===== config.mk =====
export PLATFORM = sky130hd
export DESIGN_NAME = cascade_mod_counter
export DESIGN_NICKNAME = d
export VERILOG_FILES = /design/src/rtl/cascade_mod_counter_pkg.sv /design/src/rtl/cascade_mod_counter_mod_digit.sv /design/src/rtl/cascade_mod_counter.sv
export SDC_FILE = /design/constraint.sdc
export NUM_CORES = 1
export LEC_CHECK = 0
export CAP_MARGIN = 30
export CORE_UTILIZATION = 54
export CTS_BUF_LIST = sky130_fd_sc_hd__clkbuf_8
export DETAILED_ROUTE_END_ITERATION = 16
export PLACE_DENSITY_LB_ADDON = 0.2
export RECOVER_POWER = 50
export SLEW_MARGIN = 5
export SYNTH_ARGS = -nofsm -noshare
export SYNTH_HDL_FRONTEND = slang
export SYNTH_SLANG_ARGS = --single-unit

===== constraint.sdc =====
create_clock -name clk -period 3.1 [get_ports clk]
set_input_delay 0.465 -clock clk [delete_from_list [all_inputs] [get_ports clk]]
set_output_delay 0.465 -clock clk [all_outputs]
set_load 0.1 [all_outputs]

===== src/rtl/cascade_mod_counter_pkg.sv =====
// Shared constants for the cascaded modulo counter: default geometry and
// the up/down direction encoding used by the top and the digit cells.
// No logic; imported by cascade_mod_counter and mod_digit.
package cascade_mod_counter_pkg;

   localparam int DEFAULT_WIDTH  = 4;
   localparam int DEFAULT_DIGITS = 4;

   // Value of up_dn selecting each counting direction.
   localparam logic DIR_UP = 1'b1;
   localparam logic DIR_DN = 1'b0;

endpackage


===== src/rtl/cascade_mod_counter_mod_digit.sv =====
// One counter digit: value register, terminal detect, step/wrap/clamp.
// Latency: count reflects clr/load/step one clock after the sampling edge.
// Backpressure: none; step is a one-cycle command from the chain logic.
// Ports: clk/reset (async active-high), clr > load > step command inputs,
//        load_val/lim digit operands, up_dn direction,
//        count registered value, term combinational terminal flag.
module mod_digit
   import cascade_mod_counter_pkg::*;
#(
   parameter int WIDTH = DEFAULT_WIDTH
)
(
   input  logic             clk,
   input  logic             reset,
   input  logic             clr,
   input  logic             load,
   input  logic             step,
   input  logic             up_dn,
   input  logic [WIDTH-1:0] load_val,
   input  logic [WIDTH-1:0] lim,
   output logic [WIDTH-1:0] count,
   output logic             term
);

   logic [WIDTH-1:0] count_q;
   logic [WIDTH-1:0] count_d;
   logic [WIDTH-1:0] step_val;

   always_comb begin
      // Up counting treats anything at or above lim as terminal, so a digit
      // left above a lowered lim wraps on its next step instead of running on.
      term = (up_dn == DIR_UP) ? (count_q >= lim) : (count_q == '0);

      step_val = count_q;
      if (up_dn == DIR_UP) begin
         // Not terminal implies count_q < lim, so +1 cannot overflow.
         step_val = term ? '0 : count_q + WIDTH'(1);
      end else begin
         // Zero wraps to lim; an out-of-range value snaps back to lim.
         if ((count_q == '0) || (count_q > lim)) begin
            step_val = lim;
         end else begin
            step_val = count_q - WIDTH'(1);
         end
      end

      count_d = count_q;
      if (clr) begin
         count_d = '0;
      end else if (load) begin
         count_d = (load_val > lim) ? lim : load_val;
      end else if (step) begin
         count_d = step_val;
      end
   end

   always_ff @(posedge clk or posedge reset) begin
      if (reset) begin
         count_q <= '0;
      end else begin
         count_q <= count_d;
      end
   end

   assign count = count_q;

endmodule


===== src/rtl/cascade_mod_counter.sv =====
// Cascaded per-digit modulo counter with saturate/wrap and a parked flag.
// Latency: count and hold update one clock after the sampling edge; tc is combinational.
// Backpressure: none; en is accepted every cycle it is high.
// Ports: clk, reset (async active-high), en/clr/load controls, load_val and
//        lim (digit i at [i*WIDTH +: WIDTH]), up_dn, sat,
//        count (registered), tc (combinational), hold (registered).
module cascade_mod_counter
   import cascade_mod_counter_pkg::*;
#(
   parameter int WIDTH  = DEFAULT_WIDTH,
   parameter int DIGITS = DEFAULT_DIGITS
)
(
   input  logic                    clk,
   input  logic                    reset,
   input  logic                    en,
   input  logic                    clr,
   input  logic                    load,
   input  logic [DIGITS*WIDTH-1:0] load_val,
   input  logic [DIGITS*WIDTH-1:0] lim,
   input  logic                    up_dn,
   input  logic                    sat,
   output logic [DIGITS*WIDTH-1:0] count,
   output logic                    tc,
   output logic                    hold
);

   logic [DIGITS-1:0] term;
   logic [DIGITS-1:0] step;
   logic              freeze;

   logic hold_q;
   logic hold_d;
   logic up_dn_q;
   logic up_dn_d;

   // Terminal count of the whole chain; clr/load outrank counting so they
   // also mask it.
   assign tc     = en & ~clr & ~load & (&term);
   // A saturating chain at its terminal parks instead of wrapping.
   assign freeze = sat & tc;

   for (genvar i = 0; i < DIGITS; i++) begin : g_digit
      logic lower_term;

      if (i == 0) begin : g_lsd
         assign lower_term = 1'b1;
      end else begin : g_upper
         assign lower_term = &term[i-1:0];
      end

      assign step[i] = en & lower_term & ~freeze;

      mod_digit #(
         .WIDTH (WIDTH)
      ) u_digit (
         .clk      (clk),
         .reset    (reset),
         .clr      (clr),
         .load     (load),
         .step     (step[i]),
         .up_dn    (up_dn),
         .load_val (load_val[i*WIDTH +: WIDTH]),
         .lim      (lim[i*WIDTH +: WIDTH]),
         .count    (count[i*WIDTH +: WIDTH]),
         .term     (term[i])
      );
   end

   always_comb begin
      up_dn_d = up_dn;
      hold_d  = hold_q;
      // Any event that can move the chain off its terminal releases hold;
      // otherwise it stays set even if en drops.
      if (clr || load || (up_dn != up_dn_q) || !sat) begin
         hold_d = 1'b0;
      end else if (freeze) begin
         hold_d = 1'b1;
      end
   end

   always_ff @(posedge clk or posedge reset) begin
      if (reset) begin
         hold_q  <= 1'b0;
         up_dn_q <= DIR_UP;
      end else begin
         hold_q  <= hold_d;
         up_dn_q <= up_dn_d;
      end
   end

   assign hold = hold_q;

endmodule


== Word-level counts from Yosys, hierarchy flattened ==
Cells that the tools add are included.

* Bits in registers: 18
* Output and inout port bits: 18

* $add $sub $neg: 8
* $lt $le $gt $ge: 12
* Equal/unequal tests: 1
* Multiplexer cells: 34
* Bitwise operators: 14
* Reduce and logical (&&, ||, !) cells: 20

{| class="wikitable"
|+ Operators by type and width
! cell !! number
|-
| 2-to-1 mux 4 bit || 28
|-
| greater-than comparator 4 bit || 8
|-
| adder 4 x 1 -> 4 bit, second input constant || 4
|-
| >= comparator 4 bit || 4
|-
| logical NOT 4 bit || 4
|-
| subtractor 4 x 1 -> 4 bit, second input constant || 4
|-
| nonzero test 3 bit || 4
|-
| AND 1 bit || 11
|-
| logical OR 1 bit || 7
|-
| 2-to-1 mux 1 bit || 6
|-
| AND reduction 4 bit || 1
|-
| inverter 1 bit || 3
|-
| AND reduction 3 bit || 1
|-
| AND reduction 2 bit || 1
|-
| nonzero test 2 bit || 1
|-
| logical NOT 1 bit || 1
|-
| inequality test 1 bit || 1
|}

== Logic depth before layout (Yosys ltp) ==
Gate-level depths: netlist of the first run.

* Depth in word-level cells: 10
* Mapped depth: 8
* Mapped depth without buffers: 8

== By module ==
From an unflattened synthesis of the first run, not the netlist that was laid out.

* Cells, all modules: 341
* Area, all modules: 2986.6 um^2

{| class="wikitable"
|+ By module, submodules not included
! module !! instances !! cells each !! area an instance (um^2) !! sequential area each (um^2)
|-
| mod_digit || 4 || 81 || 708.2 || 100.1
|-
| cascade_mod_counter || 1 || 17 || 153.9 || 51.3
|}

== Least setup slack after synthesis of the first run ==
No wires, ideal clock.

* Path kind: reg-to-output
* From: reg g_digit[1].u_digit.count_q[0]
* To: out tc
* Data arrival time: 4309 ps
* Required time: 2635 ps
* Setup slack: -1674 ps
* Stages on the path, launching flop included: 8
* Path buffers: 0
* Cell sequence: dfrtp_1 > inv_1 > ha_1 > nand4_1 > and4b_1 > a21oi_2 > nand2_1 > nor3_1

* Longest elaborated chain between the ends: 4
* Elaborated cells between the ends (all ways): 5
* Those cells by class: order compare (1); mux (1); bitwise (1); reduce/logical (2)

{| class="wikitable"
|+ Ends and longest elaborated chain
! element !! line !! text
|-
| start, declared || cascade_mod_counter_mod_digit.sv:25 || <nowiki>logic [WIDTH-1:0] count_q;</nowiki>
|-
| start signal, assigned || cascade_mod_counter_mod_digit.sv:61 || <nowiki>count_q <= count_d;</nowiki>
|-
| >= comparator 4 bit / logical NOT 4 bit (equally long branches) || cascade_mod_counter_mod_digit.sv:32 || <nowiki>term = (up_dn == DIR_UP) ? (count_q >= lim) : (count_q == '0);</nowiki>
|-
| 2-to-1 mux 1 bit (*) || cascade_mod_counter_mod_digit.sv:32 ||
|-
| AND reduction 4 bit (*) || cascade_mod_counter.sv:39 || <nowiki>assign tc = en & ~clr & ~load & (&term);</nowiki>
|-
| AND 1 bit (*) || cascade_mod_counter.sv:39 ||
|-
| end, declared || cascade_mod_counter.sv:24 || <nowiki>output logic tc,</nowiki>
|}

Every way passes the cells marked *; elsewhere a longest branch is shown, timed or not.

== Worst setup path in the final report of the first run ==
* From: in lim[3]
* To: out tc

* Longest elaborated chain between the ends: 4

{| class="wikitable"
|+ Ends and longest elaborated chain
! element !! line !! text
|-
| start, declared || cascade_mod_counter.sv:20 || <nowiki>input logic [DIGITS*WIDTH-1:0] lim,</nowiki>
|-
| >= comparator 4 bit || cascade_mod_counter_mod_digit.sv:32 ||
|-
| 2-to-1 mux 1 bit || cascade_mod_counter_mod_digit.sv:32 ||
|-
| AND reduction 4 bit || cascade_mod_counter.sv:39 ||
|-
| AND 1 bit || cascade_mod_counter.sv:39 ||
|}

No other way between the ends.

==> results of run 1 <==
-- cells in the mapped netlist, types with 9 or more instances --
library cell   n  area [um^2]
o21ai_0       10         50.1
nor2_1        12         45.0
a21oi_1       17         85.1
mux2_2         9          101
nand3_1       10         50.1
dfrtp_1       17          425
inv_1         32          120
xor2_1         9         78.8
nand2_1        9         33.8
ha_1          44          551
mux2i_1       21          210
o211ai_1       9         67.6
-- power groups by stage --
stage | Clock, mW | Combinational (mW) | Sequential, mW
5_1_grt | 0.186 | 1.25 | 0.381
6_report | 0.175 | 1.16 | 0.373
3_3_place_gp | 0 | 1.12 | 0.374
4_1_cts | 0.180 | 1.16 | 0.370
2_1_floorplan | 0 | 0.598 | 0.615
3_5_place_dp | 0 | 1.15 | 0.374
-- state kept, by name (all words and copies together), names as in the netlist --
register / cells
up_dn_q: 1
hold: 1
g_digit.u_digit.count: 16
-- area by class of cell --
class / instances / area (um^2)
Clock buffer: 3 / 41.3
Timing Repair Buffer: 74 / 633
Clock inverter: 1 / 3.75
Sequential cell: 18 / 477
Fill cell: 405 / 1290
Tap cell: 67 / 83.8
Inverter: 32 / 120
Multi-Input combinational cell: 257 / 2170
-- what timing repair did --
item                       in CTS  in global routing
setup endpoints to repair       0                  1
setup buffers                   0                  1
gates resized for setup         0                  4
-- how the worst max path moves through the flow --
stage	from	slack, ps	end
5_1_grt	lim[7]	2	tc
3_5_place_dp	lim[11]	80	tc
4_1_cts	lim[11]	60	tc
3_3_place_gp	lim[11]	140	tc
6_report	lim[3]	70	tc
2_1_floorplan	g_digit[3].u_digit.count[1]	30	tc
-- critical path, stage by stage --
cell and delay (ps):
clkdlybuf4s50_1 520, inv_1 80, ha_1 320, nand4_1 140, and4b_1 240, a21oi_2 190, o211ai_1 170, nor3_4 220
buf_12 210
-- layer usage --
layer  global-route usage, %  part of all wire, %
met1                    39.4                   44
met2                    49.1                   48
met3                    3.43                  6.4
met4                    7.05                  1.2
met5                       0                    0
-- cells by family (layout without fill, tap and decap cells) --
| kind of cell | count (synthesis) | in the layout | share of synthesized area [%] |
|---|---|---|---|
| AOI/OAI and AO/OA | 86 | 86 | 23.4 |
| adders and majority gates | 44 | 44 | 19.9 |
| muxes | 30 | 30 | 11.3 |
| and+or+nand+nor | 80 | 80 | 17.5 |
| DFF | 18 | 18 | 16.4 |
| xor gates and xnor gates | 17 | 17 | 5.39 |
| buffers and inverters | 42 | 110 | 6.16 |
==> summary.md, run 1 <==
| Metric | Value |
|---|---|
| Status | finished clean |
| Rel. slew slack | between 20% and 30% |
| Pre-CTS WS | around 75 ps |
| Share of post-route cells with drive strength above 1 | between 10% and 20% |
| Synthesized flop and latch total | 18 |
| Setup ws final | 67.1 ps |
| Clock power frac | between 10% and 20% |
| Register share of total power | a little over a fifth |
| CTS Buffer Depth | 2 |
| Post-Route Skew | 10.9 ps |
| Die area | around 0.0054 mm^2 |
| Largest net degree at the start of global routing | 21 |
| Starting Density | 57.3% |
| Detailed Routing Iterations Pass 1 | 5 |
| Vias in the first global route | 2,700 |
| Worst slew pin tran | 1160 ps |
| Placed Area | 0.00349 mm^2 |
| CTS hold repair buffers | 0 |
| Pleak | 1.60 nW |
| Sequential-to-total area share from yosys stat | 16.4% |
| Final Instance Area | 0.00353 mm^2 |
| Design Power | 1.71 mW |
| Post-synthesis async set-or-reset flop share | 100% |
| Syn Inst Count | 317 |
| Commonest non-fill, non-tap cells in the layout | 43 x ha_1, 36 x clkdlybuf4s50_1, 33 x inv_1, 27 x buf_4, 21 x mux2i_1 |
| Synth cell types | 59 |
| Sw frac | 52.3% |
| Minimum clock period | 3030 ps |
| Crit path max fanout | 3 |
| Via density | 6.25 |
| WHS Path Cells | 1 |
| P_int | between 0.8 and 0.9 mW |
| Final Hold Violating Endpoints | 0 |
| Max-cap violation count | 0 |
| Final setup vio count | 0 |
| Vias | around 2,800 |
| Final Net Count | 469 |
| Port buffer count | between 50 and 60 |
| Utilization after layout | 73.3% |
| Initial antenna violation count | 0 |
| Syn_area_per_cell | about 8.7 um^2 |
| Num rows | 25 |
| Commonest non-fill, non-tap cell in the layout | ha_1 |
| Die H | around 74 um |
| Synthesized Nets | 400 |
| Reg2Reg Capture Point | g_digit[1].u_digit.count[1] |
| # DRC | 0 |
| First-pass GRT wire length | 12,400 um |
| GP Congestion | 0.953 |
| Post-route insts no fill | 452 |
| Die Span X | 73.5 um |
| CP Data Arrival Time | ~2600 ps |
| H-tree levels | 1 |
| Overall global routing resource usage | 29.1% |
| R2R Setup Slk | 550 ps |
| Reg clk slew, reported paths | 80 ps |
| Slew Limit Fails | 0 |
| Crit Path Class | input pin to output port |
| DP Wirelength | around 6000 um |
| Unrepaired setup endpoints after global routing | false |
| Area growth syn-to-layout | 27.8% |
| Number of synthesized flops with an enable pin | 0 |
| Synthesized area | ~0.0028 mm^2 |
| Fmax | 330 MHz |
| Top Ports | 57 |
| CP required | ~2600 ps |
| Total congestion overflow | 0 |
| WHS | 563 ps |
| CTS tree | yes |
| Total number of yosys warnings | 0 |
| Placed Cells | between 400 and 500 |
| Clk Latency, worst-skew pair | ~260 ps |
| Clock sinks | 18 |
| ANT nets after route | 0 |
| Worst r2r src | g_digit[1].u_digit.count[0] |
| Most used DFF post-synth | dfrtp_1 |
| Hold Path End | hold |
| Routed length per placed instance | 16.9 um |
| Reg2Reg Depth | 10 |
| WL final | 7660 um |
| ANT cells | 0 |
| Worst hold start | hold |
| Crit. End Element | output port |
| Switching Power | 0.894 mW |
| Worst Setup Start Kind | input pin |
| Initial drt markers | 244 |
| Maximum vdd drop | about 430 uV |
| Worst Hold Class | flip-flop to flip-flop |
| CTS Root Cell | clkbuf_8 |
| PD cells | 484 mW/mm^2 |
| Core area | 0.00482 mm^2 |
| Setup_tns | 0 ps |
| TritonCTS buffer count | 3 |
| Logic pwr share | 67.9% |
| Part of the cycle the worst path needs | 97.8% |
(Power assumes the default switching activity.)
==> run 2: changes to the inputs <==
- ABC_AREA: not set -> 0
- CELL_PAD_IN_SITES_DETAIL_PLACEMENT: not set -> 0
- CELL_PAD_IN_SITES_GLOBAL_PLACEMENT: not set -> 2
- CORE_UTILIZATION: 54 -> 32
==> run 2 against run 1 <==
Count of clock-buffer cells in the layout is 1 higher. Clock power is 15% higher. Power is 2.0% higher. Global-route usage is 11 points lower. Highest routed layer unchanged.
==> summary.md, run 2 (synthesis gave the netlist of run 1 again) <==
| Metric | Value |
|---|---|
| Port buffer count | 56 (unchanged) |
| DP Wirelength | 6190 um (+2.6%) |
| Logic pwr share | 67.0% (-0.9 points) |
| Detailed Routing Iterations Pass 1 | 4 (-1) |
| Die Span X | 94.9 um (+29%) |
| Status | finished clean |
| Initial drt markers | 87 (-64%) |
| Rel. slew slack | 22.4% (-0.46 points) |
| Register share of total power | 21.4% (-0.4 points) |
| Final Hold Violating Endpoints | 0 (unchanged) |
| Clk Latency, worst-skew pair | 260 ps (about the same) |
| Share of post-route cells with drive strength above 1 | 19.7% (+1.3 points) |
| CTS Buffer Depth | 2 (unchanged) |
| Switching Power | 0.891 mW (-0.28%) |
| Fmax | 336 MHz (+1.8%) |
| FILL cells | 849 (+110%) |
| Worst Setup Start Kind | input pin |
| ANT nets after route | 0 (unchanged) |
| Final Instance Area | 0.00363 mm^2 (+2.8%) |
| Commonest non-fill, non-tap cell in the layout | ha_1 |
| Crit path max fanout | 3 (unchanged) |
| Pleak | 1.63 nW (+1.6%) |
| Via density | 5.38 (-14%) |
| Die area | 0.00901 mm^2 (+67%) |
| CTS Root Cell | clkbuf_8 |
| Starting Density | 33.3% (-24 points) |
| H-tree levels | 1 (unchanged) |
| Die H | 94.9 um (+29%) |
| Crit Path Class | input pin to output port |
| Reg clk slew, reported paths | 80 ps (about the same) |
| CTS hold repair buffers | 0 (unchanged) |
| CP Data Arrival Time | 2510 ps (-60 ps) |
| Final setup vio count | 0 (unchanged) |
| CTS tree | yes |
| Setup_tns | 0 ps (unchanged) |
| Sw frac | 51.1% (-1.2 points) |
| CP max stage cell | clkdlybuf4s50_1 |
| Largest net degree at the start of global routing | 21 (unchanged) |
| # DRC | 0 (unchanged) |
| Largest stage delay, worst path | 510 ps (about the same) |
| Cell Chain, Critical Path | clkdlybuf4s50_1 -> inv_1 -> ha_1 -> nand4_1 -> and4b_1 -> a21oi_2 -> o211ai_1 -> nor3_4 -> buf_12 |
| P_int | 0.852 mW (+4.5%) |
| Post CTS Setup Buffer Count | 0 (unchanged) |
| Seq. cell area | 477 um^2 (unchanged) |
| GP Congestion | 0.833 (-13%) |
| Slew Limit Fails | 0 (unchanged) |
| Max-cap violation count | 0 (unchanged) |
| Maximum vdd drop | 448 uV (+4.4%) |
| Design Power | 1.74 mW (+2.0%) |
| Worst slew pin tran | 1170 ps (+6.99 ps) |
| TritonCTS buffer count | 3 (unchanged) |
| Unrepaired setup endpoints after global routing | false |
| Top Ports | 57 (unchanged) |
| Minimum clock period | 2980 ps (-53.8 ps) |
| CP required | 2630 ps (about the same) |
| Routed length per placed instance | 15.7 um (-7.2%) |
| Post-Route Skew | 3.83 ps (-7.04 ps) |
| Overall global routing resource usage | 17.7% (-11 points) |
| Total congestion overflow | 0 (unchanged) |
| Area of the multi-input gates | 0.00217 mm^2 (unchanged) |
| PD cells | 480 mW/mm^2 (-0.77%) |
| Part of the cycle the worst path needs | 96.1% (-1.7 points) |
| Commonest non-fill, non-tap cells in the layout | 43 x ha_1, 37 x clkdlybuf4s50_1, 32 x inv_1, 32 x buf_4, 21 x mux2i_1 |
| WL final | 7800 um (+1.9%) |
| Vias in the first global route | 2,657 (-1.6%) |
| Initial antenna violation count | 0 (unchanged) |
| Vias | 2,668 (-5.5%) |
| ANT cells | 0 (unchanged) |
| Num rows | 33 (+32%) |
| Placed Area | 0.00359 mm^2 (+2.9%) |
| Core area | 0.00830 mm^2 (+72%) |
| Clock sinks | 18 (unchanged) |
| Clock power frac | 11.6% (+1.3 points) |
| Area growth syn-to-layout | 31.4% |
| Max reg flops | 16 (unchanged) |
| Final Net Count | 475 (+1.3%) |
| Worst Hold Class | flip-flop to flip-flop |
| Crit. End Element | output port |
| First-pass GRT wire length | 12,700 um (+2.6%) |
==> run 2: layer usage <==
metal	wire [um]	up-vias	track usage [%]
met5	0	-	0
met4	45	0	2.65
met3	163	5	1.05
met2	3690	35	30.6
met1	3900	1268	24.6
li1	-	1360	-
==> run 2: worst paths after layout <==
check	start	to	slack (ps)	depth (start not counted)
worst max-delay path	lim[3]	tc	120	9
worst min-delay path	hold	hold	570	1
worst max register to register	g_digit[1].u_digit.count[0]	g_digit[1].u_digit.count[3]	660	10
worst min register to register	hold	hold	570	1
max in group asynchronous	reset	g_digit[2].u_digit.count[0]	1700	2
min in group asynchronous	reset	g_digit[0].u_digit.count[0]	800	2
==> run 2: worst max-delay path, delay by kind of cell <==
| family | cells | cell delay, ps |
|---|---|---|
| simple gates | 3 | 600 |
| fa+ha+maj | 1 | 320 |
| compound gates | 2 | 330 |
| buf+inv | 3 | 790 |
==> run 2: layout make-up <==
cell class                      count  share of cell area [%]
Tap cell                          105                    3.62
Multi-Input combinational cell    257                    59.8
Clock buffer                        4                    1.52
Sequential cell                    18                    13.1
Timing Repair Buffer               80                    18.6
Inverter                           32                    3.31
==> run 2: stage by stage <==
step	setup WS, ps	hold slack [ps]	util [%]	std cells
finish	121	570	43.7	496
global route	22.4	613	43.7	496
global placement	45.2	555	43.2	492
CTS	9.34	577	43.9	496
detailed placement	21.2	556	43.2	492
floorplan	32.3	402	-	317
==> run 2: power by group through the flow <==
| stage | combinational, mW | sequential, mW | clock (mW) |
|---|---|---|---|
| finish | 1.17 | 0.374 | 0.202 |
| global route | 1.27 | 0.383 | 0.218 |
| CTS | 1.18 | 0.371 | 0.210 |
| detailed placement | 1.17 | 0.376 | 0 |
| global placement | 1.17 | 0.377 | 0 |
| floorplan | 0.598 | 0.615 | 0 |
==> run 2: repair_timing <==
item,4_1_cts,5_1_grt
endpoints found under the setup margin,0,1
endpoints found under the hold margin,0,0
resized for setup,0,4
==> run 3: changes to the inputs <==
- CTS_CLUSTER_SIZE: not set -> 20
- HOLD_SLACK_MARGIN: not set -> 0.15
==> results of run 3 <==
Same layout as run 2: the final DEF is identical, and so are final timing and power.
